==> src/rtl/csa_resolver.sv <==
// csa_resolver -- resolves a carry-save pair (ps, sc) into a binary result,
// CHUNK bits per clock, LSB first, through an IDLE -> RUN -> DONE handshake.
//
// Ports:
//   clk, rst_n           clock, asynchronous active-low reset
//   sub                  (only with CSA_RESOLVER_SUB_EN) 1 = ps - sc
//   in_valid / in_ready  operand handshake; in_ready only in IDLE
//   ps, sc               carry-save operand pair, sampled only at acceptance
//   out_valid/out_ready  result handshake; out_valid only in DONE
//   result               WIDTH+1 bit result, held stable in DONE
//
// Optional feature macro: CSA_RESOLVER_SUB_EN adds the sub input.
// In subtract mode, sc is stored inverted and the carry is seeded with 1, and
// the top result bit becomes the sign, which is NOT of the final carry.
// WIDTH must be an integer multiple of CHUNK.
module csa_resolver #(
  parameter int WIDTH = 8,
  parameter int CHUNK = 2
) (
  input  logic             clk,
  input  logic             rst_n,
`ifdef CSA_RESOLVER_SUB_EN
  input  logic             sub,
`endif
  input  logic             in_valid,
  output logic             in_ready,
  input  logic [WIDTH-1:0] ps,
  input  logic [WIDTH-1:0] sc,
  output logic             out_valid,
  input  logic             out_ready,
  output logic [WIDTH:0]   result
);

  localparam int NCH  = WIDTH / CHUNK;
  localparam int IDXW = (NCH > 1) ? $clog2(NCH) : 1;

  typedef enum logic [1:0] {IDLE, RUN, DONE} state_e;

  state_e            state_q, state_d;
  logic [WIDTH-1:0]  ps_q, ps_d;
  logic [WIDTH-1:0]  sc_q, sc_d;
  logic [WIDTH-1:0]  acc_q, acc_d;
  logic [IDXW-1:0]   idx_q, idx_d;
  logic              carry_q, carry_d;
  logic              sub_q, sub_d;
  logic [WIDTH:0]    result_q, result_d;
  logic              in_ready_q, in_ready_d;
  logic              out_valid_q, out_valid_d;

  logic              sub_in;
  logic [CHUNK:0]    sum;
  logic [WIDTH+CHUNK-1:0] acc_cat;
  logic [WIDTH-1:0]  acc_nxt;

`ifdef CSA_RESOLVER_SUB_EN
  assign sub_in = sub;
`else
  assign sub_in = 1'b0;
`endif

  // Low chunk of the shifting operand registers plus the stored carry.
  assign sum = {1'b0, ps_q[CHUNK-1:0]} + {1'b0, sc_q[CHUNK-1:0]}
             + {{CHUNK{1'b0}}, carry_q};

  // New result chunk enters at the top; after NCH shifts the first chunk
  // has reached bit 0.
  assign acc_cat = {sum[CHUNK-1:0], acc_q};
  assign acc_nxt = acc_cat[WIDTH+CHUNK-1:CHUNK];

  always_comb begin
    state_d     = state_q;
    ps_d        = ps_q;
    sc_d        = sc_q;
    acc_d       = acc_q;
    idx_d       = idx_q;
    carry_d     = carry_q;
    sub_d       = sub_q;
    result_d    = result_q;
    in_ready_d  = in_ready_q;
    out_valid_d = out_valid_q;
    unique case (state_q)
      IDLE: begin
        if (in_valid) begin
          ps_d       = ps;
          sc_d       = sub_in ? ~sc : sc;
          sub_d      = sub_in;
          carry_d    = sub_in;
          idx_d      = '0;
          state_d    = RUN;
          in_ready_d = 1'b0;
        end
      end
      RUN: begin
        ps_d    = ps_q >> CHUNK;
        sc_d    = sc_q >> CHUNK;
        acc_d   = acc_nxt;
        carry_d = sum[CHUNK];
        idx_d   = idx_q + IDXW'(1);
        if (idx_q == IDXW'(NCH - 1)) begin
          state_d     = DONE;
          out_valid_d = 1'b1;
          result_d    = {sub_q ? ~sum[CHUNK] : sum[CHUNK], acc_nxt};
        end
      end
      DONE: begin
        if (out_ready) begin
          state_d     = IDLE;
          out_valid_d = 1'b0;
          in_ready_d  = 1'b1;
        end
      end
      default: begin
        state_d     = IDLE;
        out_valid_d = 1'b0;
        in_ready_d  = 1'b1;
      end
    endcase
  end

  always_ff @(posedge clk or negedge rst_n) begin
    if (!rst_n) begin
      state_q     <= IDLE;
      ps_q        <= '0;
      sc_q        <= '0;
      acc_q       <= '0;
      idx_q       <= '0;
      carry_q     <= 1'b0;
      sub_q       <= 1'b0;
      result_q    <= '0;
      in_ready_q  <= 1'b1;
      out_valid_q <= 1'b0;
    end else begin
      state_q     <= state_d;
      ps_q        <= ps_d;
      sc_q        <= sc_d;
      acc_q       <= acc_d;
      idx_q       <= idx_d;
      carry_q     <= carry_d;
      sub_q       <= sub_d;
      result_q    <= result_d;
      in_ready_q  <= in_ready_d;
      out_valid_q <= out_valid_d;
    end
  end

  assign in_ready  = in_ready_q;
  assign out_valid = out_valid_q;
  assign result    = result_q;

endmodule

==> config.mk <==
export PLATFORM = sky130hd
export DESIGN_NAME = csa_resolver
export DESIGN_NICKNAME = d
export VERILOG_FILES = /design/src/rtl/csa_resolver.sv
export SDC_FILE = /design/constraint.sdc
export NUM_CORES = 1
export LEC_CHECK = 0
export ABC_AREA = 1
export CAP_MARGIN = 20
export CORE_ASPECT_RATIO = 0.6
export CORE_MARGIN = 4
export CORE_UTILIZATION = 56
export CTS_CLUSTER_SIZE = 20
export DETAILED_ROUTE_END_ITERATION = 10
export HOLD_SLACK_MARGIN = 0.15
export PLACE_DENSITY = 0.94
export SYNTH_ARGS = -nofsm -noshare
export SYNTH_HDL_FRONTEND = slang
export SYNTH_SLANG_ARGS = --single-unit
export TNS_END_PERCENT = 20
==> constraint.sdc <==
create_clock -name clk -period 4.75 [get_ports clk]
set_input_delay 0.7125 -clock clk [delete_from_list [all_inputs] [get_ports clk]]
set_output_delay 0.7125 -clock clk [all_outputs]
set_load 0.02 [all_outputs]
* Yosys cells after proc, flatten, opt, wreduce, memory -nomap -nowiden
Cells that the tools add are included.
Storage, ports and cells: flip-flop bits (word level) 40, bits in latches 0, memory bits (writable) 0, memory bits (read-only) 0, bits of input ports 20, output and inout bits 11, memories 0
Cells by class: $add $sub $neg 3, $mul 0, div/mod/pow operators 0, magnitude comparators 0, equality and inequality tests 6, shifts and indexed selects 0, muxes and demuxes 17, bitwise logic cells 2, reductions and logical operators 7
Operators by type and width (count):
- one-hot mux 8 bit (2 select lines) | 2
- 2-to-1 mux 8 bit | 2
- AND reduction 3 bit | 3
- 2-to-1 mux 2 bit | 4
- != test 2 bit (second input constant) | 3
- one-hot mux 1 bit (3 select lines) | 2
- one-hot mux 2 bit (3 select lines) | 1
- == test 2 bit (second input constant) | 2
- 2-to-1 mux 1 bit | 4
- one-hot mux 2 bit (2 select lines) | 1
- AND reduction 2 bit | 2
- adder 2 x 2 -> 3 bit | 1
- adder 3 x 1 -> 3 bit | 1
- adder 2 x 1 -> 2 bit (second input constant) | 1
- == test 2 x 1 -> 1 bit (second input constant) | 1
- zero test 2 bit | 1
- NOT 1 bit | 2
- one-hot mux 1 bit (2 select lines) | 1
- nonzero test 2 bit | 1

* Longest topological paths before layout
depth after elaboration 3, depth in mapped cells 6, depth with buffers taken out 5

* Worst setup path after synthesis
OpenSTA, ideal clock, no wires.
path kind register to register, from register ps_q[0], to register acc_q[7], setup time 0.126 ns, arrival time 1.362 ns, slack 3.262 ns, cell stages (with the launch flop) 5, period minus slack after synthesis 1.488 ns, cell sequence dfrtp_1 > inv_1 > fa_1 > fa_1 > o21ai_0
On the way: cells in the longest elaborated chain, start to end 2
RTL lines:
- start, declared | RTL line 40 | logic [WIDTH-1:0] ps_q, ps_d;
- start signal, assigned | RTL line 134 | ps_q <= ps_d;
- adder 2 x 2 -> 3 bit | RTL line 62 | assign sum = {1'b0, ps_q[CHUNK-1:0]} + {1'b0, sc_q[CHUNK-1:0]}
- adder 3 x 1 -> 3 bit | RTL line 63 | + {{CHUNK{1'b0}}, carry_q};
- end signal, assigned | RTL line 125 | acc_q <= '0;
- end signal, assigned | RTL line 136 | acc_q <= acc_d;
- end, declared | RTL line 42 | logic [WIDTH-1:0] acc_q, acc_d;
Every way passes these cells. A chain may end at the register's enable or synchronous reset.

* Worst setup path in the final report
from register in_ready_q, in the netlist in_ready, to output port in_ready
RTL lines:
- start, declared | RTL line 47 | logic in_ready_q, in_ready_d;
- start signal, assigned | RTL line 141 | in_ready_q <= in_ready_d;
- end, declared | RTL line 26 | output logic in_ready,
No word-level cell between the ends.

==> results summary <==
The run finished with clean final reports. The per-cell routed wire length is 12.51 µm. The signal on the critical path passes through clkdlybuf4s50_1. The first-pass GRT wire length came out at 5844 µm.

The static leakage is 0.001100 µW. Counting flops and latches in the post-synthesis netlist gives 38. The number of buffers and inverters on the critical path is 1. Hold repair after CTS inserted 0 buffers. The tightest hold path in the finished design has a slack of 0.4706 ns. The clock slew seen by the registers of the worst setup and hold paths is 0.07 ns.

CTS placed an instance of sky130_fd_sc_hd__clkbuf_8 at the clock tree root. TritonCTS built the clock tree. Setup total negative slack on the finished layout was measured at 0 ns. The number of inserted filler cells in the final layout came out at 236. The synthesized cell area is 1770 µm². Global routing consumed, over all layers together, 19.25% of the routing resources.

Leaving out fill and tap cells, the most frequent cell in the layout is sky130_fd_sc_hd__nand2_1. The placeable core area is 2947 µm². The data required time at the worst endpoint is 4.04 ns. The global placement routability congestion is 0.7635. The worst voltage drop across the vdd grid is 0.2783 mV.

The post-route netlist has 6.809% of its cells at a drive strength greater than 1. The number of nets at the end of the flow came out at 257. The final worst-path setup slack is 2.603 ns. The worst path uses 45.19% of the clock period. The number of instances in the synthesized netlist is 206. The largest net degree at the start of global routing is 42. The initial antenna violation count is 0. The worst min-delay path category is reg2reg. The x dimension of the die is 80.59 µm. The maximum clock skew at final layout is 0.006681 ns. The number of placed I/O pins is 31.

The critical path's largest stage delay is 0.60 ns. The height of the die is 51.56 µm. The vias after detailed routing is 1386. The number of max-cap violations came out at 0. The total global routing overflow is 0. The area growth from synthesis to layout is 20.99%. For this design, the slowest cell found on the critical path is sky130_fd_sc_hd__clkdlybuf4s50_1.

The highest metal layer carrying signal wires in the routed design is met4. The final count of hold timing violations is 0. The number of routed nets with antenna violations is 0. The total routed wirelength came out at 3465 µm.

The site row count is 15. In this run the power density over the cells is 674.5 nW/µm². The setup slack after placement came out at 2.831 ns.

The worst max-slew margin expressed relative to the limit is 45.28%. The clock period could shrink to 2.147 ns. The remaining design rule violation count is 0.

Derived from the worst setup path, the maximum achievable clock frequency is 0.4658 GHz. The number of global-route vias before repair is 1343. The violation count after the first detailed-route iteration is 116. The launching element type of the critical path is a flop.

The net count after synthesis is 229. The count of final max-slew check failures is 0. The cell family contributing the most delay on the critical path is buffers and inverters. The worst setup path is captured at a primary output. The buffer depth of the longest clock path came out at 2. Gates resized during post-CTS repair numbered 0. The initial utilization of the core area, before any placement, comes to 60.08%. The antenna diode instance count is 0. Leaving out fill and tap cells, the most frequent cells in the layout are sky130_fd_sc_hd__nand2_1 (62), sky130_fd_sc_hd__dfrtp_1 (37), sky130_fd_sc_hd__inv_1 (34). The number of levels the H-tree was split into came out at 2. The half-perimeter wire length after detailed placement is 2391 µm. The post-CTS setup-driven buffer insertion count is 0.

The maximum fanout encountered on the critical timing path came out at 2. The post-synthesis average cell area came out at 8.594 µm². TritonCTS created 5 clock buffers. In the detailed route, the total length drawn on met2 is 1486 µm. The type of the worst setup path is reg2out.

In the final routing, the length of wire on met1 measures 1639 µm. The Yosys step of the flow raised 0 warnings. The final non-filler cell total came out at 277. The endpoint arrival time on the critical path came out at 1.43 ns.

The register area share after synthesis came out at 53.78%. The total of buffers placed on input and output ports came out at 30. The actual slew at the worst max-slew pin came out at 0.8208 ns. The routed via count divided by cell count came out at 5.004.

The die area is 4155 µm². The CTS sink count came out at 38. Setup repair after global routing left no endpoint under its margin. Setup violations remaining at the end of the flow were counted as 0. The distinct cell type count after synthesis is 20.

The source-to-sink clock delay at the later pin of the worst-skew pair is 0.30 ns. The cell count after placement came out at 269. The number of iterations in the first detailed-routing pass came out at 4. The routed design uses 275 µm of met3 wire.
[cell families (layout without fill, tap and decap cells)]
kind of cell	after synthesis	after routing	synth area share (%)
AOI/OAI and AO/OA	23	23	7.351
adders and majority gates	3	3	2.968
and+or+nand+nor	98	98	24.66
DFF	38	38	53.78
buffers and inverters	44	73	11.24
[stage by stage]
step                      instance area, µm²  power, µW  utilization (%)
after floorplan                         1770       1051                -
after global placement                  2051       1185            69.60
after detailed placement                2051       1221            69.60
after CTS                               2142       1457            72.70
after global routing                    2142       1565            72.70
final                                   2142       1445            72.70
[worst paths after layout]
| kind | from | end | slack, ns | cells after the start |
|---|---|---|---|---|
| worst max-delay path | in_ready$_DFFE_PN1P_ | in_ready | 2.60 | 1 |
| worst min-delay path | result[0]$_DFFE_PN0P_ | result[0]$_DFFE_PN0P_ | 0.47 | 2 |
| worst max register to register | state_q[0]$_DFFE_PN0P_ | sc_q[7]$_DFFE_PN0P_ | 3.02 | 3 |
| worst min register to register | result[0]$_DFFE_PN0P_ | result[0]$_DFFE_PN0P_ | 0.47 | 2 |
| max in group asynchronous | rst_n | sc_q[1]$_DFFE_PN0P_ | 3.72 | 1 |
| min in group asynchronous | rst_n | result[0]$_DFFE_PN0P_ | 0.51 | 1 |
[registers in the layout, summed over array words and instances (netlist names)]
name and cells:
acc_q 6, carry_q 1, idx_q 2, in_ready 1, out_valid 1, ps_q 8, result 9, sc_q 8
state_q 2
[cell usage after synthesis]
cell,instances,share of area (%)
sky130_fd_sc_hd__nand2_1,62,13
sky130_fd_sc_hd__dfrtp_1,37,52
sky130_fd_sc_hd__inv_1,34,7.2
sky130_fd_sc_hd__nand3_1,29,8.2
sky130_fd_sc_hd__o21ai_0,14,4.0
sky130_fd_sc_hd__o21ai_1,6,1.7
sky130_fd_sc_hd__buf_4,4,1.7
sky130_fd_sc_hd__buf_2,3,0.85
sky130_fd_sc_hd__nand2_4,3,1.9
sky130_fd_sc_hd__buf_6,2,1.3
sky130_fd_sc_hd__fa_1,2,2.3
sky130_fd_sc_hd__nor2_1,2,0.42
sky130_fd_sc_hd__a21oi_4,1,0.92
sky130_fd_sc_hd__dfstp_2,1,1.5
sky130_fd_sc_hd__ha_1,1,0.71
sky130_fd_sc_hd__inv_2,1,0.21
sky130_fd_sc_hd__nand2_2,1,0.35
sky130_fd_sc_hd__nor2_4,1,0.64
sky130_fd_sc_hd__o22ai_1,1,0.35
sky130_fd_sc_hd__o31ai_1,1,0.42
[metal layers]
metal,track usage [%],up-vias
met1,24.89,629
met5,0,-
li1,-,693
met2,28.85,55
met3,5.709,9
met4,11.52,0
[power breakdown]
part	internal, µW	switching, µW	total, µW
combinational	246	389	635
sequential	475	105	580
clock	117	114	231
total	838	607	1440
[area by class of cell]
cell class                 instances  area (µm²)  share of cell area (%)
inverter                          35       131.4                   6.133
timing repair buffer              30       295.3                   13.79
sequential                        38       952.2                   44.45
clock inverter                     1       5.005                  0.2336
clock buffer                       7       86.33                   4.030
tap                               42       52.55                   2.453
multi-input combinational        124       619.3                   28.91
No activity file was read; power rests on OpenSTA's default activity.
